### src/rtl/serial_word_packer_pkg.sv
// Shared types and constants for the serializer byte-stream word packer.
package serial_word_packer_pkg;

    localparam int unsigned WORD_BYTES = 4;
    localparam int unsigned WORD_W     = 8 * WORD_BYTES;
    localparam int unsigned ENTRY_W    = WORD_W + WORD_BYTES;

    typedef enum logic [1:0] {
        HTRANS_IDLE   = 2'b00,
        HTRANS_BUSY   = 2'b01,
        HTRANS_NONSEQ = 2'b10,
        HTRANS_SEQ    = 2'b11
    } HTRANS_state;

    typedef enum logic [1:0] {
        IDLE    = 2'b00,
        COLLECT = 2'b01,
        FLUSH   = 2'b10,
        DONE    = 2'b11
    } packer_state_t;

    // One FIFO entry: byte enables above the little-endian data word.
    typedef struct packed {
        logic [WORD_BYTES-1:0] strb;
        logic [WORD_W-1:0]     data;
    } word_entry_t;

endpackage

### src/rtl/serial_word_packer_word_fifo.sv
// Small synchronous read-first FIFO holding packed words with their strobes.
module serial_word_packer_word_fifo #(
    parameter int unsigned DEPTH = 4,
    parameter int unsigned W     = 36
) (
    input  logic         i_clk,
    input  logic         i_rst,
    input  logic         i_push,
    input  logic         i_pop,
    input  logic [W-1:0] i_din,
    output logic [W-1:0] o_dout,
    output logic         o_empty,
    output logic         o_full
);

    localparam int unsigned AW = (DEPTH > 1) ? $clog2(DEPTH) : 1;
    localparam int unsigned CW = AW + 1;

    logic [W-1:0]  r_mem [DEPTH];
    logic [AW-1:0] r_wr_ptr;
    logic [AW-1:0] r_rd_ptr;
    logic [CW-1:0] r_count;
    logic          r_empty;
    logic          r_full;

    logic          w_do_pop;
    logic          w_do_push;
    logic [CW-1:0] w_count_nxt;

    // A pop on a full FIFO frees the slot the simultaneous push lands in.
    assign w_do_pop  = i_pop & ~r_empty;
    assign w_do_push = i_push & (~r_full | w_do_pop);

    // Occupancy after this cycle's push/pop.
    always_comb begin
        w_count_nxt = r_count;
        case ({w_do_push, w_do_pop})
            2'b10:   w_count_nxt = r_count + CW'(1);
            2'b01:   w_count_nxt = r_count - CW'(1);
            default: w_count_nxt = r_count;
        endcase
    end

    // Storage, pointers and registered empty/full flags.
    always_ff @(posedge i_clk or posedge i_rst) begin
        if (i_rst) begin
            for (int unsigned i = 0; i < DEPTH; i++) begin
                r_mem[i] <= '0;
            end
            r_wr_ptr <= '0;
            r_rd_ptr <= '0;
            r_count  <= '0;
            r_empty  <= 1'b1;
            r_full   <= 1'b0;
        end else begin
            if (w_do_push) begin
                r_mem[r_wr_ptr] <= i_din;
                r_wr_ptr        <= r_wr_ptr + AW'(1);
            end
            if (w_do_pop) begin
                r_rd_ptr <= r_rd_ptr + AW'(1);
            end
            r_count <= w_count_nxt;
            r_empty <= (w_count_nxt == '0);
            r_full  <= (w_count_nxt == CW'(DEPTH));
        end
    end

    assign o_dout  = r_mem[r_rd_ptr];
    assign o_empty = r_empty;
    assign o_full  = r_full;

endmodule

### src/rtl/serial_word_packer.sv
// Re-packs the serializer byte stream into 32-bit little-endian words with strobes.
module serial_word_packer
    import serial_word_packer_pkg::*;
#(
    parameter int unsigned FIFO_DEPTH = 4,
    parameter int unsigned LEN_W      = 16
) (
    input  logic             HCLK,
    input  logic             HRESET,
    input  logic             i_start,
    input  logic [LEN_W-1:0] i_byte_len,
    input  logic [7:0]       i_serialized_output,
    input  logic             i_serialized_output_valid,
    input  logic [1:0]       i_Serialize_Counter,
    output logic [31:0]      o_word,
    output logic [3:0]       o_word_strb,
    output logic             o_word_valid,
    input  logic             i_word_ready,
    output logic [LEN_W-1:0] o_bytes_received,
    output logic             o_busy,
    output logic             o_done,
    output logic             o_lane_error,
    output logic             o_overflow
);

    packer_state_t         r_state, w_state_nxt;
    logic [LEN_W-1:0]      r_len, w_len_nxt;
    logic [LEN_W-1:0]      r_count, w_count_nxt;
    logic [WORD_W-1:0]     r_word, w_word_nxt;
    logic [WORD_BYTES-1:0] r_strb, w_strb_nxt;
    logic [1:0]            r_exp_lane, w_exp_lane_nxt;
    logic                  r_push, w_push_nxt;
    logic                  r_lane_err, w_lane_err_nxt;
    logic                  r_ovf, w_ovf_nxt;
    logic                  r_busy;
    logic                  r_done;

    logic                  w_push;
    logic                  w_pop;
    logic                  w_drop;
    logic                  w_empty;
    logic                  w_full;
    logic [LEN_W-1:0]      w_count_inc;
    word_entry_t           w_din;
    word_entry_t           w_dout;

    // Completed word is pushed the edge after its last byte; FLUSH pushes the partial word.
    assign w_push      = r_push | (r_state == FLUSH);
    assign w_pop       = ~w_empty & i_word_ready;
    assign w_drop      = w_push & w_full & ~w_pop;
    assign w_count_inc = r_count + LEN_W'(1);
    assign w_din       = '{strb: r_strb, data: r_word};

    // Next-state, packing and flag logic.
    always_comb begin
        w_state_nxt    = r_state;
        w_len_nxt      = r_len;
        w_count_nxt    = r_count;
        w_word_nxt     = w_push ? '0 : r_word;
        w_strb_nxt     = w_push ? '0 : r_strb;
        w_exp_lane_nxt = r_exp_lane;
        w_push_nxt     = 1'b0;
        w_lane_err_nxt = r_lane_err;
        w_ovf_nxt      = r_ovf | w_drop;

        case (r_state)
            IDLE, DONE: begin
                if (i_start) begin
                    w_len_nxt      = i_byte_len;
                    w_count_nxt    = '0;
                    w_exp_lane_nxt = 2'd0;
                    w_lane_err_nxt = 1'b0;
                    w_ovf_nxt      = w_drop;
                    w_state_nxt    = (i_byte_len == '0) ? DONE : COLLECT;
                end
            end
            COLLECT: begin
                if (i_serialized_output_valid) begin
                    for (int unsigned b = 0; b < WORD_BYTES; b++) begin
                        if (i_Serialize_Counter == 2'(b)) begin
                            w_word_nxt[8*b +: 8] = i_serialized_output;
                            w_strb_nxt[b]        = 1'b1;
                        end
                    end
                    if (r_count < r_len) begin
                        w_count_nxt = w_count_inc;
                    end
                    if (i_Serialize_Counter != r_exp_lane) begin
                        w_lane_err_nxt = 1'b1;
                    end
                    w_exp_lane_nxt = i_Serialize_Counter + 2'd1;
                    w_push_nxt     = (i_Serialize_Counter == 2'd3);
                    if (w_count_inc >= r_len) begin
                        w_state_nxt = (i_Serialize_Counter == 2'd3) ? DONE : FLUSH;
                    end
                end
            end
            FLUSH: begin
                w_state_nxt = DONE;
            end
            default: begin
                w_state_nxt = IDLE;
            end
        endcase
    end

    // State and datapath registers; status outputs registered alongside the state.
    always_ff @(posedge HCLK or posedge HRESET) begin
        if (HRESET) begin
            r_state    <= IDLE;
            r_len      <= '0;
            r_count    <= '0;
            r_word     <= '0;
            r_strb     <= '0;
            r_exp_lane <= 2'd0;
            r_push     <= 1'b0;
            r_lane_err <= 1'b0;
            r_ovf      <= 1'b0;
            r_busy     <= 1'b0;
            r_done     <= 1'b0;
        end else begin
            r_state    <= w_state_nxt;
            r_len      <= w_len_nxt;
            r_count    <= w_count_nxt;
            r_word     <= w_word_nxt;
            r_strb     <= w_strb_nxt;
            r_exp_lane <= w_exp_lane_nxt;
            r_push     <= w_push_nxt;
            r_lane_err <= w_lane_err_nxt;
            r_ovf      <= w_ovf_nxt;
            r_busy     <= (w_state_nxt == COLLECT) || (w_state_nxt == FLUSH);
            r_done     <= (w_state_nxt == DONE);
        end
    end

    serial_word_packer_word_fifo #(
        .DEPTH (FIFO_DEPTH),
        .W     (ENTRY_W)
    ) u_word_fifo (
        .i_clk   (HCLK),
        .i_rst   (HRESET),
        .i_push  (w_push),
        .i_pop   (w_pop),
        .i_din   (w_din),
        .o_dout  (w_dout),
        .o_empty (w_empty),
        .o_full  (w_full)
    );

    assign o_word           = w_dout.data;
    assign o_word_strb      = w_dout.strb;
    assign o_word_valid     = ~w_empty;
    assign o_bytes_received = r_count;
    assign o_busy           = r_busy;
    assign o_done           = r_done;
    assign o_lane_error     = r_lane_err;
    assign o_overflow       = r_ovf;

endmodule

### config.mk
export PLATFORM = sky130hd
export DESIGN_NAME = serial_word_packer
export DESIGN_NICKNAME = d
export VERILOG_FILES = /design/src/rtl/serial_word_packer_pkg.sv /design/src/rtl/serial_word_packer_word_fifo.sv /design/src/rtl/serial_word_packer.sv
export SDC_FILE = /design/constraint.sdc
export NUM_CORES = 1
export LEC_CHECK = 0
export ABC_AREA = 1
export CAP_MARGIN = 0
export CORE_MARGIN = 5
export CORE_UTILIZATION = 50
export CTS_CLUSTER_SIZE = 16
export DETAILED_ROUTE_END_ITERATION = 8
export GPL_TIMING_DRIVEN = 0
export PLACE_DENSITY = 0.7
export SETUP_SLACK_MARGIN = 0.4
export SKIP_LAST_GASP = 1
export SLEW_MARGIN = 40
export SYNTH_ARGS = -nofsm -noshare
export SYNTH_HDL_FRONTEND = slang
export SYNTH_SLANG_ARGS = --single-unit
### constraint.sdc
create_clock -name HCLK -period 11.5 [get_ports HCLK]
set_input_delay 3.45 -clock HCLK [delete_from_list [all_inputs] [get_ports HCLK]]
set_output_delay 3.45 -clock HCLK [all_outputs]
set_load 0.01 [all_outputs]
# Yosys cells after proc, flatten, opt, wreduce, memory -nomap -nowiden
# Cells that the tools add are included.
dict set report totals {
  output_inout_bits 57
  regBits 230
  in_bits 31
  elab_cells 115
}
dict set report classes {
  add_sub_neg 6
  n_reduce_logical 12
  order_cmp 5
  eq_ne 17
  n_bitwise 13
  muxes 42
}
# operator n
set ops {}
lappend ops {{$bwmux 144} 1}
lappend ops {{$mux 36} 3}
lappend ops {{$mux 32} 3}
lappend ops {{$bmux 36 s2} 1}
lappend ops {{$demux 36 s2} 1}
lappend ops {{$mux 16} 3}
lappend ops {{$mux 8} 4}
lappend ops {{$pmux 16 s2} 1}
lappend ops {{$add 16x1->16 const B} 1}
lappend ops {{$ge 16x16->1} 1}
lappend ops {{$logic_not 16->1} 1}
lappend ops {{$lt 16x16->1} 1}
lappend ops {{$eq 2x2->1 const B} 7}
lappend ops {{$mux 1} 12}
lappend ops {{$mux 2} 6}
lappend ops {{$mux 4} 3}
lappend ops {{$eq 2x1->1 const B} 4}
lappend ops {{$ne 2x2->1 const B} 4}
lappend ops {{$reduce_and 4->1} 2}
lappend ops {{$add 2x1->2 const B} 3}
lappend ops {{$ge 3x3->1 const B} 2}
lappend ops {{$not 2->3} 2}
lappend ops {{$pmux 2 s3} 1}
lappend ops {{$pmux 3 s2} 1}
lappend ops {{18 further kinds} 27}

# Logic depth before layout (Yosys ltp)
dict set report depth {
  ltp_word 8
  mapped_depth 24
  depth_no_buf 24
}

# By module
# A second synthesis with hierarchy kept.
dict set report unflattened {
  hier_cells 1229
  area_unflattened_um2 11270.8
}
# module seq_area_each_um2 n_inst area_each_um2 cells_each
set by_module_without_submodules {}
lappend by_module_without_submodules {serial_word_packer_word_fifo 3829.9 1 7051.8 755}
lappend by_module_without_submodules {serial_word_packer 1926.8 1 4219.0 474}

# Least setup slack after synthesis
# No wires, ideal clock.
dict set report synth_path {
  path_type {input to register}
  startpoint {input port i_word_ready}
  endpoint {register u_word_fifo.r_empty (netlist: u_word_fifo.o_empty)}
  t_arrival_ns 4.826
  slack_ns 6.606
  t_required_ns 11.432
  setup_ns 0.068
  n_path_buf 0
  path_stages 9
  path_cell_list {nand2_1 > nand2_1 > nand2_2 > ha_1 > inv_1 > fa_1 > o21ai_0 > or2_2 > nor2_1}
}
dict set report synth_between {
  elab_chain_cells 7
  word_cells_on_any_way 8
  classes_between {eq/ne: 2; mux: 1; bitwise: 4; reduce/logical: 1}
}
# element line
set synth_rtl {}
lappend synth_rtl {{from (decl)} serial_word_packer.sv:18} ;# input logic i_word_ready,
lappend synth_rtl {{$and 1x1->1 (*)} serial_word_packer.sv:49} ;# assign w_pop = ~w_empty & i_word_ready;
lappend synth_rtl {{$and 1x1->1 (*)} serial_word_packer_word_fifo.sv:31} ;# assign w_do_pop = i_pop & ~r_empty;
lappend synth_rtl {{$or 1x1->1} serial_word_packer_word_fifo.sv:32} ;# assign w_do_push = i_push & (~r_full | w_do_pop);
lappend synth_rtl {{$and 1x1->1} serial_word_packer_word_fifo.sv:32}
lappend synth_rtl {{$eq 2x1->1 / $eq 2x2->1 (equally long branches)} serial_word_packer_word_fifo.sv:37} ;# case ({w_do_push, w_do_pop})
lappend synth_rtl {{$pmux 3 s2 (*)} serial_word_packer_word_fifo.sv:37}
lappend synth_rtl {{via u_word_fifo.w_count_nxt[1]} serial_word_packer_word_fifo.sv:28} ;# logic [CW-1:0] w_count_nxt;
lappend synth_rtl {{$logic_not 3->1 (*)} serial_word_packer_word_fifo.sv:64} ;# r_empty <= (w_count_nxt == '0);
lappend synth_rtl {{to (signal assigned)} serial_word_packer_word_fifo.sv:64}
lappend synth_rtl {{to (decl)} serial_word_packer_word_fifo.sv:23} ;# logic r_empty;
# The timed path passes the listed nets; every way through them passes the cells marked *.
# A chain may end at the register's enable or synchronous reset.

# Worst setup path after layout
dict set report layout_path {
  startpoint {register u_word_fifo.r_rd_ptr[0]}
  endpoint {output port o_word[0]}
}
dict set report layout_between {
  elab_chain_cells 4
}
# element line
set layout_rtl {}
lappend layout_rtl {{from (decl)} serial_word_packer_word_fifo.sv:21} ;# logic [AW-1:0] r_rd_ptr;
lappend layout_rtl {{from (signal assigned)} serial_word_packer_word_fifo.sv:61} ;# r_rd_ptr <= r_rd_ptr + AW'(1);
lappend layout_rtl {{$not 2->3 (implied by the code)} serial_word_packer_word_fifo.sv:69} ;# assign o_dout = r_mem[r_rd_ptr];
lappend layout_rtl {{$bmux 36 s2} serial_word_packer_word_fifo.sv:69}
lappend layout_rtl {{$mux 36 (implied by the code) (2 in a row)} serial_word_packer_word_fifo.sv:69}
lappend layout_rtl {{to (decl)} serial_word_packer.sv:15} ;# output logic [31:0] o_word,
# Every way passes these cells. The select of a mux whose other input is x is not followed.

==> metrics <==
status=finished, final reports clean; largest net degree at the start of global routing=74; Final ANT Viol Nets=0; Max-Cap Viols=0; cts repair resizes=0; RSZ-0062 raised after global routing=no; vias in the first global route=9291; Tmin final=6290 ps; first-pass GRT wire length=47800 µm; initial antenna violation count=0; Clk Latency, worst-skew pair=530 ps; Post-Layout Inst Area=13100 µm²; Worst VDD drop=139 µV; Mapped Cells=1272; Post-synth EDFFs=0; I/O pin count=88; Worst-path clk slew=60 ps; CTS tree=built; post-synth top area share=52.7%; slew margin rel.=59.2%; fin cells=1689; Synth area leaders=dfrtp_1, nand2_1, o21ai_0, o21ai_1, ha_1; setup bufs post-CTS=0; Pleak=6.19 nW; most frequent cells in the layout=nand2_1, dfrtp_1, o21ai_0, o21ai_1, inv_1; worst-path maximum fanout=10; WP data arrival=2840 ps; area grow syn2layout=20.3%; Core Region=21600 µm²; layout cells sized above 1=8.45%; Crit. End Element=primary output; vias per cell=5.48; First DRT Iteration DRCs=779; DRT Wirelength=29000 µm; number of diodes=0; WL/cell=17.2 µm; die span in x=158 µm; Placed Cells=1642; GRT Total Usage=23.9%; fraction of registers with async set or reset after synthesis=100%; kind of critical path=flip-flop to primary output; number of setup violations in the final report=0; synth unique cells=33; number of synthesis warnings=0; DP Area=12200 µm²; port bufs=87; Startpoint Class=flip-flop; clk sink count=230; CTS Root Cell=clkbuf_16; worst path buffer plus inverter count=4; Post-Syn Area=10900 µm²; Nets=1467; most common cell after layout, fill and taps aside=nand2_1; clock buffer depth=3; post-DP HPWL=20600 µm; Avg Inst Size Synth=8.55 µm²; total gr overflow=0; WP data required=8050 ps; slowest CP cell=clkdlybuf4s50_1; number of synthesized register bits=230; max incr delay on CP=600 ps; register area share after synthesis=52.9%; CP delay by family, top=buffers and inverters; Final Hold Fails=0; Hold WC Path Type=flip-flop to flip-flop; P per Cell Area=260 nW/µm²; FMAX=159 MHz; top_reg_cell synth=dfrtp_1; via count=9249; CTS Hold Bufs=0; Slew Viols, Final=0; CP Cell Sequence=clkbuf_1 > inv_2 > clkbuf_1 > nor2_1 > o22ai_1 > clkdlybuf4s50_1; CTS Buf Count=26; Final Cycle Share=54.7%; DIE AREA=24800 µm²; worst slack, placed=5750 ps; Yosys top cell by area=dfrtp_1; final worst slack=5210 ps; routability congestion estimate=0.828; DR pass1 iterations=5; Slew @ Worst Pin=612 ps; syn_nets=1349; Setup Skew=18.9 ps; DR DRC count=0; H-tree depth=1; Row Count=54; Top cell by count, worst path=clkbuf_1; starting density of the core=50.3%; Die H=158 µm
## power by group
part           switching (W)  internal (W)  total (W)
sequential          0.000154       0.00109    0.00124
clock               0.000332      0.000525   0.000857
combinational       0.000778      0.000533    0.00131
## synth_stat cells (2+ instances only)
cell	instances
nand2_1	252
dfrtp_1	229
o21ai_0	145
o21ai_1	135
inv_1	111
nor2_1	107
nand3_1	62
ha_1	45
o22ai_1	36
buf_2	35
clkbuf_1	28
a21oi_1	18
inv_2	13
xor2_1	13
nand2_2	8
nor3_1	5
nand3_2	4
nor2_4	4
nand4_1	3
nor4_1	3
nor3_2	2
o21a_1	2
xnor2_1	2
## stage by stage
stage	total power, W	utilization (%)	TNS, ps	hold WS [ps]
CTS	0.00343	60.6	0	485
global placement	0.00252	56.0	-277930	464
finish	0.00341	60.6	0	480
floorplan	0.00202	-	0	448
global route	0.00365	60.6	0	495
detailed placement	0.00256	56.4	0	470
## worst reg2reg max path, stage by stage, from the launching register on
cell and delay, ps:
dfrtp_1 480, ha_1 210, nand2_1 80, inv_2 90, nand3_2 90, inv_2 100
nand2_2 70, nor2_4 110, nand2_1 70, xor2_1 200, inv_1 70, ha_1 290
nand4_1 120, nor2_1 130, nand2_1 60, inv_1 50, nand2_1 60, nand2_1 100
nand2_1 80, nand2_1 70, nand3_1 60, a21oi_1 230, ha_1 270
## flip-flops by register name, summed over array words and instances (netlist names)
name	flops
r_len	16
r_state	2
o_lane_error	1
o_bytes_received	16
o_busy	1
u_word_fifo.r_rd_ptr	2
u_word_fifo.o_full	1
r_word	32
u_word_fifo.r_count	3
r_push	1
r_exp_lane	2
u_word_fifo.r_wr_ptr	2
r_strb	4
o_overflow	1
o_done	1
u_word_fifo.r_mem	144
u_word_fifo.o_empty	1
## kinds of logic after synthesis
group | Yosys count | synth area share, %
AOI/OAI and AO/OA | 337 | 16.0
xor gates and xnor gates | 15 | 1.21
adders and majority gates | 46 | 5.36
buffers and inverters | 190 | 7.06
DFF | 230 | 52.9
and+or+nand+nor | 454 | 17.5
## metal layers
| metal | wire (µm) | vias up | GRT usage (%) | share of wire (%) |
|---|---|---|---|---|
| met5 | 0 | - | 0 | 0 |
| met4 | 777 | 0 | 7.91 | 2.7 |
| met3 | 1600 | 72 | 3.44 | 5.5 |
| met2 | 13400 | 290 | 37.9 | 46 |
| met1 | 13200 | 4447 | 34.1 | 45 |
| li1 | - | 4440 | - | - |
## area by class of cell
cell class	instances	area, µm²
Sequential cell	230	5760
Inverter	124	473
Multi-Input combinational cell	852	4360
Buffer	66	303
Clock buffer	38	797
Clock inverter	9	105
Timing Repair Buffer	90	953
Fill cell	1927	8530
Tap cell	280	350
## worst paths after layout
check | cells after the start | startpoint | to | slack [ps]
max | 6 | u_word_fifo.r_rd_ptr[0] | o_word[0] | 5210
min reg2reg | 2 | u_word_fifo.r_mem[45] | u_word_fifo.r_mem[45] | 480
max in group asynchronous | 4 | HRESET | o_bytes_received[13] | 7190
max reg2reg | 22 | o_bytes_received[0] | o_busy | 8290
min in group asynchronous | 2 | HRESET | r_len[3] | 3300
min | 2 | u_word_fifo.r_mem[45] | u_word_fifo.r_mem[45] | 480
Note: power is estimated with default switching activity, not from simulation.
